--- config.mk ---
export PLATFORM = sky130hd
export DESIGN_NAME = width_converter_fifo
export DESIGN_NICKNAME = d
export VERILOG_FILES = /design/src/rtl/width_converter_fifo.sv
export SDC_FILE = /design/constraint.sdc
export NUM_CORES = 1
export LEC_CHECK = 0
export ABC_AREA = 1
export BUFFER_PORTS_ARGS = -buffer_cell sky130_fd_sc_hd__buf_4
export CORE_MARGIN = 4
export CORE_UTILIZATION = 40
export DETAILED_ROUTE_END_ITERATION = 16
export PLACE_DENSITY = 0.62
export SLEW_MARGIN = 20
export SYNTH_ARGS = -nofsm -noshare
export SYNTH_HDL_FRONTEND = slang
export SYNTH_SLANG_ARGS = --single-unit
--- constraint.sdc ---
create_clock -name clk -period 7.8 [get_ports clk]
set_input_delay 0.39 -clock clk [delete_from_list [all_inputs] [get_ports clk]]
set_output_delay 0.39 -clock clk [all_outputs]
set_load 0.02 [all_outputs]
--- src/rtl/width_converter_fifo.sv ---
// Single-clock lane FIFO with integer-ratio width conversion between write and read ports.
// Define WIDTH_CONVERTER_FWFT_EN for first-word fall-through output; default is 1-cycle-latency read.
module width_converter_fifo #(
    parameter int IN_W        = 16,
    parameter int OUT_W       = 8,
    parameter int DEPTH_LANES = 64,
    parameter int MSB_FIRST   = 1
) (
    input  logic                             clk,
    input  logic                             rst_n,
    input  logic                             wr_en,
    input  logic [IN_W-1:0]                  din,
    output logic                             full,
    input  logic                             rd_en,
    output logic [OUT_W-1:0]                 dout,
    output logic                             empty,
    output logic [$clog2(DEPTH_LANES):0]     wr_count,
    output logic [$clog2(DEPTH_LANES):0]     rd_count,
    output logic                             overflow,
    output logic                             underflow
);
    localparam int LANE_W = (IN_W < OUT_W) ? IN_W : OUT_W;
    localparam int MAX_W  = (IN_W < OUT_W) ? OUT_W : IN_W;
    localparam int WL     = IN_W / LANE_W;
    localparam int RL     = OUT_W / LANE_W;
    localparam int AW     = $clog2(DEPTH_LANES);
    localparam int PW     = AW + 1;

    generate
        if ((MAX_W % LANE_W) != 0 || (DEPTH_LANES & (DEPTH_LANES - 1)) != 0 ||
            DEPTH_LANES < 2 * (MAX_W / LANE_W)) begin : g_bad_params
            $error("width_converter_fifo: illegal width ratio or depth");
        end
    endgenerate

    logic [LANE_W-1:0] mem [DEPTH_LANES];

    logic [PW-1:0]    wr_ptr_q, wr_ptr_d, rd_ptr_q, rd_ptr_d;
    logic [PW-1:0]    count_q, count_d, wr_count_q, wr_count_d;
    logic             full_q, full_d, empty_q, empty_d;
    logic             overflow_q, overflow_d, underflow_q, underflow_d;
    logic [OUT_W-1:0] dout_q, dout_d, rd_word;
    logic             wr_acc, rd_acc;

    logic [LANE_W-1:0] wr_lane [WL];
    logic [AW-1:0]     wr_addr [WL];
    logic [AW-1:0]     rd_addr [RL];

    // Lane 0 is always the one at the pointer; MSB_FIRST only decides where it sits in the word.
    generate
        for (genvar gi = 0; gi < WL; gi++) begin : g_wr_lane
            assign wr_addr[gi] = wr_ptr_q[AW-1:0] + AW'(gi);
            if (MSB_FIRST != 0) begin : g_msb
                assign wr_lane[gi] = din[IN_W-1-gi*LANE_W -: LANE_W];
            end else begin : g_lsb
                assign wr_lane[gi] = din[gi*LANE_W +: LANE_W];
            end
        end
        for (genvar gi = 0; gi < RL; gi++) begin : g_rd_lane
            assign rd_addr[gi] = rd_ptr_q[AW-1:0] + AW'(gi);
            if (MSB_FIRST != 0) begin : g_msb
                assign rd_word[OUT_W-1-gi*LANE_W -: LANE_W] = mem[rd_addr[gi]];
            end else begin : g_lsb
                assign rd_word[gi*LANE_W +: LANE_W] = mem[rd_addr[gi]];
            end
        end
    endgenerate

    assign wr_acc = wr_en & ~full_q;
    assign rd_acc = rd_en & ~empty_q;

`ifdef WIDTH_CONVERTER_FWFT_EN
    logic          out_valid_q, out_valid_d, load;
    logic [PW-1:0] ram_count;
    assign ram_count = wr_ptr_q - rd_ptr_q;
    assign load      = (ram_count >= PW'(RL)) && (!out_valid_q || rd_acc);
`endif

    always_comb begin
        wr_ptr_d    = wr_acc ? wr_ptr_q + PW'(WL) : wr_ptr_q;
        // count tracks every stored lane, including any held in the output register
        count_d     = count_q + (wr_acc ? PW'(WL) : '0) - (rd_acc ? PW'(RL) : '0);
        wr_count_d  = PW'(DEPTH_LANES) - count_d;
        full_d      = wr_count_d < PW'(WL);
        overflow_d  = overflow_q | (wr_en & full_q);
        underflow_d = underflow_q | (rd_en & empty_q);
`ifdef WIDTH_CONVERTER_FWFT_EN
        rd_ptr_d    = load ? rd_ptr_q + PW'(RL) : rd_ptr_q;
        dout_d      = load ? rd_word : dout_q;
        out_valid_d = load | (out_valid_q & ~rd_acc);
        empty_d     = ~out_valid_d;
`else
        rd_ptr_d    = rd_acc ? rd_ptr_q + PW'(RL) : rd_ptr_q;
        dout_d      = rd_acc ? rd_word : dout_q;
        empty_d     = count_d < PW'(RL);
`endif
    end

    always_ff @(posedge clk) begin
        for (int i = 0; i < WL; i++) begin
            if (wr_acc) mem[wr_addr[i]] <= wr_lane[i];
        end
    end

    always_ff @(posedge clk or negedge rst_n) begin
        if (!rst_n) begin
            wr_ptr_q    <= '0;
            rd_ptr_q    <= '0;
            count_q     <= '0;
            wr_count_q  <= PW'(DEPTH_LANES);
            full_q      <= 1'b0;
            empty_q     <= 1'b1;
            overflow_q  <= 1'b0;
            underflow_q <= 1'b0;
            dout_q      <= '0;
`ifdef WIDTH_CONVERTER_FWFT_EN
            out_valid_q <= 1'b0;
`endif
        end else begin
            wr_ptr_q    <= wr_ptr_d;
            rd_ptr_q    <= rd_ptr_d;
            count_q     <= count_d;
            wr_count_q  <= wr_count_d;
            full_q      <= full_d;
            empty_q     <= empty_d;
            overflow_q  <= overflow_d;
            underflow_q <= underflow_d;
            dout_q      <= dout_d;
`ifdef WIDTH_CONVERTER_FWFT_EN
            out_valid_q <= out_valid_d;
`endif
        end
    end

    assign full      = full_q;
    assign empty     = empty_q;
    assign dout      = dout_q;
    assign rd_count  = count_q;
    assign wr_count  = wr_count_q;
    assign overflow  = overflow_q;
    assign underflow = underflow_q;
endmodule

Yosys cells after proc, flatten, opt, wreduce, memory -nomap -nowiden
Memories as Yosys holds them, arrays and structs flattened. A register that Yosys moved wholly into a read port is not among the register bits. Cells that the tools add are included.

Register bits after elaboration: 32. Memory bits (writable): 512. Bits of input ports: 20. Output and inout bits: 26. Word-level logic and storage cells: 30. Memories: 1.

Memories: mem (words 64, width 8, rd ports 1, clocked after memory_dff 1, wr ports 2, line 36) `logic [LANE_W-1:0] mem [DEPTH_LANES];`.

$add $sub $neg: 6. Order comparisons: 2. Mux-type cells: 4. Bitwise logic cells: 8. Reductions and logical operators: 1.

Operators by type and width (count): adder 7 x 1 -> 7 bit (second input constant) (1); adder 7 x 2 -> 7 bit (1); adder 7 x 2 -> 7 bit (second input constant) (1); less-than comparator 7 x 1 -> 1 bit (second input constant) (1); less-than comparator 7 x 2 -> 1 bit (second input constant) (1); subtractor 7 x 1 -> 7 bit (1); subtractor 7 bit (first input constant) (1); adder 6 x 1 -> 6 bit (second input constant) (1); bitwise AND 1 bit (4); two-way mux 1 bit (3); two-way mux 2 bit (1); inverter 1 bit (2); bitwise OR 1 bit (2); zero test 1 bit (1).

Depth between registers and ports, before layout
Gate-level depths: netlist of the first run.

Depth after elaboration: 7. Mapped depth: 16. Depth with buffers taken out: 16.

Worst setup path after synthesis of the first run
No wires, ideal clock.

Path kind: register -> register. Start point: register full_q (netlist: full). End point: register full_q (netlist: full). Library setup time: 0.071 ns. Arrival: 2.647 ns. Data required time: 7.729 ns. Path slack: 5.081 ns. Cell stages (with the launch flop): 16. Buffers on the path: 0. Period minus slack after synthesis: 2.719 ns. Cells stage by stage: dfrtp_1 -> nor2_1 -> inv_1 -> ha_1 -> inv_1 -> ha_1 -> inv_1 -> fa_1 -> nand2_1 -> nor2_1 -> nand2_1 -> nor2_1 -> inv_1 -> nand2_1 -> nand2_1 -> nor2_1.

Longest elaborated chain between the ends: 7.

Ends and longest elaborated chain: start, declared (line 40) `logic full_q, full_d, empty_q, empty_d;`; start signal, assigned (line 124) `full_q <= full_d;`; inverter 1 bit (line 69) `assign wr_acc = wr_en & ~full_q;`; bitwise AND 1 bit (line 69); two-way mux 2 bit (line 82) `count_d = count_q + (wr_acc ? PW'(WL) : '0) - (rd_acc ? PW'(RL) : '0);`; adder 7 x 2 -> 7 bit (line 82); subtractor 7 x 1 -> 7 bit (line 82); subtractor 7 bit (line 83) `wr_count_d = PW'(DEPTH_LANES) - count_d;`; net wr_count_d[6] (line 39) `logic [PW-1:0] count_q, count_d, wr_count_q, wr_count_d;`; less-than comparator 7 x 2 -> 1 bit (line 84) `full_d = wr_count_d < PW'(WL);`; net full_d (line 40).

The timed path passes the listed nets, and every way through them passes these cells. A chain may end at the register's enable or synchronous reset.

==> results by group, run 1 <==
Yosys
  • Adder-Cell Fraction of Synth Area: 0.7887%
  • Post-synthesis average cell area: about 11 µm²
  • Main combinational cell family by area after synthesis: simple AND/OR/NAND/NOR gates
  • Complex-gate fraction of the synthesized area: just over 2%
  • Synth Net Count: roughly 2.1k
  • Library cells used by synthesis: 26
  • FF+latch count, synth: ~550
  • Ys Warns: 0
  • Post-synthesis xor/xnor area fraction: less than 1%
  • Synth Instances: 2109
  • Mux cell area share after synthesis: 0%
  • Synthesized area: between 20000 and 25000 µm²
  • Simple-Gate Fraction of Synth Area: 20.16%
  • Sequential share of the synthesized area: roughly 70%

Layout
  • Commonest cells after routing, fill and taps aside: nand2_1, edfxtp_1, nand3_1, inv_1, nor2_1
  • Final #Nets: ~2.2k
  • Commonest non-fill, non-tap cell in the layout: nand2_1
  • Final Cell Area: about 26000 µm²
  • Area of the multi-input gates: 5495 µm²
  • # fillers: 5190
  • Diodes inserted: 0
  • Layout cells sized above 1: under 10%
  • Layout area overhead: 12.30%
  • Non-Filler Instances: 2953
  • Register Area: between 15000 and 20000 µm²

STA
  • RSZ-0062 raised after global routing: no
  • Worst setup margin: around 4.4 ns
  • Minimum clock period: between 3 and 4 ns
  • Worst-Margin Slew: 1.067 ns
  • Upper clock frequency limit: between 200 and 300 MHz
  • Final Hold Viols: 0
  • Slew Limit Fails: 0
  • Fin crit share: between 40% and 50%
  • WHS: 0.2711 ns
  • Final setup violation count: 0
  • Fin Setup TNS: 0 ns
  • Slew Limit Headroom: between 20 and 30%
  • Max Clock Skew: 0.02006 ns

Global route
  • Vias in the first global route: between 10k and 15k
  • Largest net degree at the start of global routing: 100
  • Gr usage total: a little under a fifth
  • Met1 Track Usage GR: about a quarter
  • Initial antenna violation count: 3
  • Most Used Layer, Global Route: met2
  • M2 GR Usage: 30.17%
  • Gr ovfl total: 0
  • First-pass GRT wire length: 91460 µm
  • Met3 Track Usage GR: 4.086%

Place
  • RD Place Congestion: a little over 0.8
  • Setup Slack @ Placement: 4.398 ns
  • Dpl cells: approximately 2.8k
  • Area after DPL: 24140 µm²
  • Buffers on Ports: 45
  • Detailed placement HPWL: roughly 33000 µm

Setup path
  • Slowest cell on crit path: buf_4
  • Critical path, cell by cell: inv_6 -> buf_4 -> nand2_1 -> nand3_1 -> nand3_1 -> nand3_1 -> nand2_1 -> nand3_1 -> nand2_1 -> nand2_1 -> nand2_1
  • CP endpoint kind: flip-flop
  • Worst path required time: ~8.3 ns
  • Worst Path Max Fanout: a little under 100
  • Max incr delay on CP: ~0.74 ns
  • Buffers and inverters on the worst path: 2
  • Largest delay share family, worst path: buffers and inverters
  • Critical path's most frequent cell: nand2_1
  • Worst r2r dst: dout[7]
  • Worst endpoint data arrival time: 3.93 ns
  • Reg-to-reg critical path startpoint: rd_ptr_q[0]
  • FF-to-FF setup slack: approximately 4.4 ns
  • Critical path startpoint category: flip-flop
  • WS Path Type: flip-flop to flip-flop
  • Reg2Reg Depth: 11

Power and ir drop
  • Maximum vdd drop: ~0.35 mV
  • Leak: 10.31 nW
  • Cell Pwr Density: between 300 and 400 nW/µm²

Worst hold path
  • Worst min path class: primary input to flip-flop
  • HP Start: din[11]
  • WHS Endpoint: mem[36][3]
  • Hold Path Stages: 1

Detailed routing
  • Drt wl/cell: just over 20 µm
  • WL final: ~60000 µm
  • Vias per inst: a little over 5
  • DR pass1 iterations: 6
  • DRC Markers: 0
  • Total number of vias: 15.22k
  • Drt first-iter violations: 1520
  • Antenna Violating Nets Remaining: 0

Clocking
  • Root buf cell: clkbuf_16
  • CTS H-tree depth: 2
  • Clock Latency Late Sink: 0.61 ns
  • Sink Count: ~550
  • Clk slew on worst S/H paths: ~0.070 ns
  • CTS tree: done
  • Post-cts repair resize count: 0
  • CTS Buffer Depth: 3
  • Inserted Clock Buffers: 55

Floorplan
  • I/O pin count: 46
  • Die Width: approximately 250 µm
  • Floorplan row count: 87
  • Die extent in y: 248.6 µm
  • Die Footprint: between 60000 and 70000 µm²
  • Core Footprint: roughly 57000 µm²
  • Starting Density: 40.76%

Flow run
  • Max_cap viols: 0

Outcome
  • Status: finished, final reports clean
timing repair:
item,in CTS,in global routing
hold buffers,3,0
buffers inserted,0,0
setup endpoints to repair,0,0
hold endpoints to repair,36,0
area by class of cell:
type                       count  share of cell area (%)
multi-input combinational   1260                   21.13
clock inverter                30                   1.188
tap                          756                   3.637
clock buffer                  72                   5.893
inverter                     194                   2.829
sequential                   548                   62.61
timing repair buffer          93                   2.713
cells in the mapped netlist:
| cell | number | area [µm²] |
|---|---|---|
| buf_6 | 21 | 236.5 |
| o211ai_1 | 25 | 187.7 |
| buf_2 | 51 | 255.2 |
| clkinv_1 | 1 | 3.750 |
| a21oi_1 | 35 | 175.2 |
| a21o_1 | 2 | 15.01 |
| clkbuf_1 | 19 | 71.32 |
| o21ai_0 | 18 | 90.09 |
| buf_1 | 7 | 26.28 |
| o21ai_1 | 1 | 5.000 |
| fa_1 | 1 | 20.02 |
| nand2_1 | 738 | 2770 |
| xor2_1 | 14 | 122.6 |
| nand4_1 | 3 | 18.77 |
| xnor2_1 | 5 | 43.79 |
| inv_1 | 190 | 713.2 |
| nand3_1 | 280 | 1401 |
| buf_8 | 1 | 15.01 |
| nor2_1 | 124 | 465.5 |
| nor4_2 | 1 | 12.51 |
| ha_1 | 13 | 162.7 |
| inv_2 | 3 | 11.26 |
| dfrtp_1 | 34 | 850.8 |
| dfstp_2 | 2 | 52.55 |
| buf_4 | 8 | 60.06 |
| edfxtp_1 | 512 | 15370 |
power by group:
| part | switching (mW) | internal, mW | total, mW |
|---|---|---|---|
| registers | 0.224 | 3.51 | 3.74 |
| clock network | 1.10 | 1.60 | 2.71 |
| logic | 2.41 | 0.968 | 3.38 |
| total | 3.74 | 6.09 | 9.83 |
worst register-to-register path: cells and delay by family (launching register included):
| family | cells | cell delay, ns |
|---|---|---|
| buf+inv | 2 | 1.51 |
| simple gates | 9 | 1.13 |
| flops | 1 | 0.69 |
worst max-delay path by stage:
stage	from	to	slack, ns	cells past startpoint
2_1_floorplan	full	full	5.08	15
3_3_place_gp	rd_ptr_q[0]	dout[4]	4.40	11
3_5_place_dp	rd_ptr_q[0]	dout[4]	4.40	11
4_1_cts	rd_ptr_q[0]	dout[7]	4.37	11
5_1_grt	rd_ptr_q[0]	dout[2]	4.05	12
6_report	rd_ptr_q[0]	dout[7]	4.37	11
stage by stage:
stage,power [mW],util [%]
after floorplan,6.116,-
after global placement,7.118,42.48
after detailed placement,7.155,42.48
after CTS,9.862,45.77
after global routing,10.38,45.77
final,9.825,45.77
flip-flops by register name, indices dropped and copies added (netlist names):
name,cells
mem,512
rd_count,6
dout,8
rd_ptr_q,6
full,1
empty,1
underflow,1
overflow,1
wr_ptr_q,5
wr_count,7
logic make-up (layout without fill, tap and decap cells):
family / after synthesis / after routing
AND/OR/NAND/NOR: 1146 / 1146
flip-flops: 548 / 548
buffers and inverters: 301 / 389
AO/OA/AOI/OAI: 81 / 81
XOR/XNOR: 19 / 19
adder cells (fa/ha/maj): 14 / 14
per-layer routing:
metal  up-vias  share of wire (%)
met2       565                 46
met5         -              0.017
met3       108                8.7
met1      7437                 43
met4         2                2.7
li1       7107                  -
No activity file was read; power rests on OpenSTA's default activity.
==> inputs of run 2 (changes only) <==
--- a/config.mk
+++ b/config.mk
@@ -10,7 +10,7 @@
 export CORE_MARGIN = 4
 export CORE_UTILIZATION = 40
 export DETAILED_ROUTE_END_ITERATION = 16
-export PLACE_DENSITY = 0.62
+export PLACE_DENSITY = 0.64
 export SLEW_MARGIN = 20
 export SYNTH_ARGS = -nofsm -noshare
 export SYNTH_HDL_FRONTEND = slang
==> constraint.sdc (replaced) <==
create_clock -name clk -period 2.9 [get_ports clk]
set_input_delay 0.145 -clock clk [delete_from_list [all_inputs] [get_ports clk]]
set_output_delay 0.145 -clock clk [all_outputs]
set_load 0.02 [all_outputs]
==> run 2 against run 1 <==
Flip-flop and latch count is the same. Global-route usage shrank 1.3 points. Non-clock buffer count is 18 higher. Die area did not move. Register-to-register slack got worse by 4.1 ns. Critical endpoint is now full.
==> results by group, run 2 (synthesis results as in run 1) <==
Place
  • Detailed placement HPWL: between 30000 and 40000 µm
  • RD Place Congestion: about 0.87
  • Buffers on Ports: 45
  • Setup Slack @ Placement: around 0.24 ns

Power and ir drop
  • Maximum vdd drop: about 0.83 mV
  • Psw: 9.965 mW
  • Clock power frac: between 20% and 30%
  • Overall Power: 26.32 mW
  • Logic pwr share: a little over a third
  • Switching share of power: a little under two fifths
  • P_int: roughly 16 mW
  • Leak: 10.41 nW
  • Cell Pwr Density: 1005 nW/µm²
  • Sequential power share: 37.7%

Setup path
  • Worst endpoint data arrival time: ~3.2 ns
  • Reg2Reg Depth: 14
  • Critical path's most frequent cell: inv_1
  • Worst path required time: ~3.4 ns
  • Reg-to-reg critical path startpoint: full
  • Max incr delay on CP: between 0.4 and 0.5 ns
  • Critical path startpoint category: flip-flop
  • WS Path Type: flip-flop to flip-flop
  • Critical path, cell by cell: nor2_1 -> inv_1 -> ha_1 -> inv_1 -> ha_1 -> inv_1 -> fa_1 -> o21ai_1 -> xor2_1 -> nor2_1 -> inv_1 -> nand2_1 -> nand2_1 -> nor2_1
  • FF-to-FF setup slack: about 0.23 ns
  • Worst r2r dst: full
  • Slowest cell on crit path: fa_1
  • Worst Path Max Fanout: 4
  • CP endpoint kind: flip-flop

Worst hold path
  • Hold Path Stages: 1
  • HP Start: din[5]
  • Worst min path class: primary input to flip-flop
  • WHS Endpoint: mem[1][5]

STA
  • Minimum clock period: roughly 2.7 ns
  • Worst-Margin Slew: about 0.69 ns
  • RSZ-0062 raised after global routing: no
  • Upper clock frequency limit: between 300 and 400 MHz
  • Slew Limit Fails: 0
  • Slew Limit Headroom: 54.13%
  • Fin Setup TNS: 0 ns
  • Final Hold Viols: 0
  • Fin crit share: 92.08%
  • Worst setup margin: 0.2296 ns
  • Max Clock Skew: 0.01750 ns
  • Final setup violation count: 0

Clocking
  • Root buf cell: clkbuf_16
  • CTS tree: done
  • Clk slew on worst S/H paths: approximately 0.070 ns
  • Clock Latency Late Sink: around 0.60 ns
  • Inserted Clock Buffers: 55
  • Setup bufs post-CTS: 0
  • Sink Count: between 500 and 600
  • CTS H-tree depth: 2
  • CTS Buffer Depth: 3

Floorplan
  • Die Width: 248.6 µm
  • Die extent in y: between 200 and 250 µm
  • Die Footprint: between 60000 and 70000 µm²
  • Core Footprint: approximately 57000 µm²
  • Floorplan row count: 87
  • I/O pin count: 46
  • Starting Density: between 40 and 50%

Detailed routing
  • WL final: roughly 57000 µm
  • Drt wl/cell: 19.09 µm
  • Antenna Violating Nets Remaining: 0
  • Drt first-iter violations: 1363
  • Total number of vias: between 15k and 20k
  • DRC Markers: 0
  • DR pass1 iterations: 5
  • Vias per inst: slightly above 5

Flow run
  • Max_cap viols: 0

Global route
  • Vias in the first global route: 14.51k
  • First-pass GRT wire length: 86440 µm
  • Gr ovfl total: 0
  • Initial antenna violation count: 0
  • Largest net degree at the start of global routing: 114
  • Gr usage total: approximately 18%

Layout
  • Diodes inserted: 0
  • Final #Nets: approximately 2.2k
  • Max reg flops: between 500 and 600
  • Layout cells sized above 1: 8.857%
  • Commonest cells after routing, fill and taps aside: nand2_1, edfxtp_1, nand3_1, inv_1, nor2_1
  • Commonest non-fill, non-tap cell in the layout: nand2_1
  • Layout area overhead: 13.03%
  • Final core utilization: roughly 46%

Outcome
  • Status: finished, final reports clean
==> run 2: changes by cell type in the layout (fill, tap and decap cells not counted), sizes merged <==
cell | previous run | this run
buf | 90 | 108
bufinv | 7 | 3
clkinvlp | 0 | 1
inv | 192 | 193
==> run 2: how the worst max path moves through the flow <==
| stage | startpoint | end | cells past startpoint |
|---|---|---|---|
| floorplan | full | full | 15 |
| global placement | full | full | 15 |
| detailed placement | full | full | 14 |
| CTS | full | full | 14 |
| global route | full | full | 15 |
| finish | full | full | 14 |
==> run 2: cell type report <==
type | instances | area [µm²]
sequential | 548 | 16290
timing repair buffer | 111 | 953.4
clock inverter | 28 | 205.2
inverter | 194 | 735.7
clock buffer | 72 | 1563
fill | 5140 | 30640
tap | 756 | 945.9
multi-input combinational | 1260 | 5490
==> run 2: stage by stage <==
step           hold WS [ns]  instances  instance area (µm²)
6_report            0.02419       2969                26180
5_1_grt             0.02409       2969                26180
4_1_cts            0.004885       2969                26180
3_5_place_dp         0.1506       2866                24380
3_3_place_gp         0.1449       2866                24380
2_1_floorplan       -0.1506       2109                23160
==> run 2: what timing repair did <==
action                    CTS  global route
hold buffers                3             0
gates resized for setup     0             0
hold endpoints to repair   38             0
==> run 2: layer usage <==
layer | global-route usage, % | wire, µm | up-vias
met5 | 0 | 0 | -
met4 | 5.578 | 1430 | 0
met3 | 3.124 | 4004 | 94
met2 | 29.55 | 27430 | 518
met1 | 24.18 | 23810 | 7339
li1 | - | - | 7153
==> run 2: worst max-delay path, delay by kind of cell, from the launching register on <==
family	cells	cell delay [ns]
DFF	1	0.40
AOI/OAI and AO/OA	1	0.20
adders and majority gates	3	0.88
buffers and inverters	4	0.27
xor gates and xnor gates	1	0.34
and+or+nand+nor	5	0.50
==> run 2: power groups by stage <==
stage	registers [mW]	logic, mW	clock network [mW]
floorplan	10.0	6.41	0
global route	9.99	10.5	7.37
detailed placement	10.1	9.41	0
finish	9.93	9.44	6.95
global placement	10.1	9.28	0
CTS	9.92	9.46	7.08
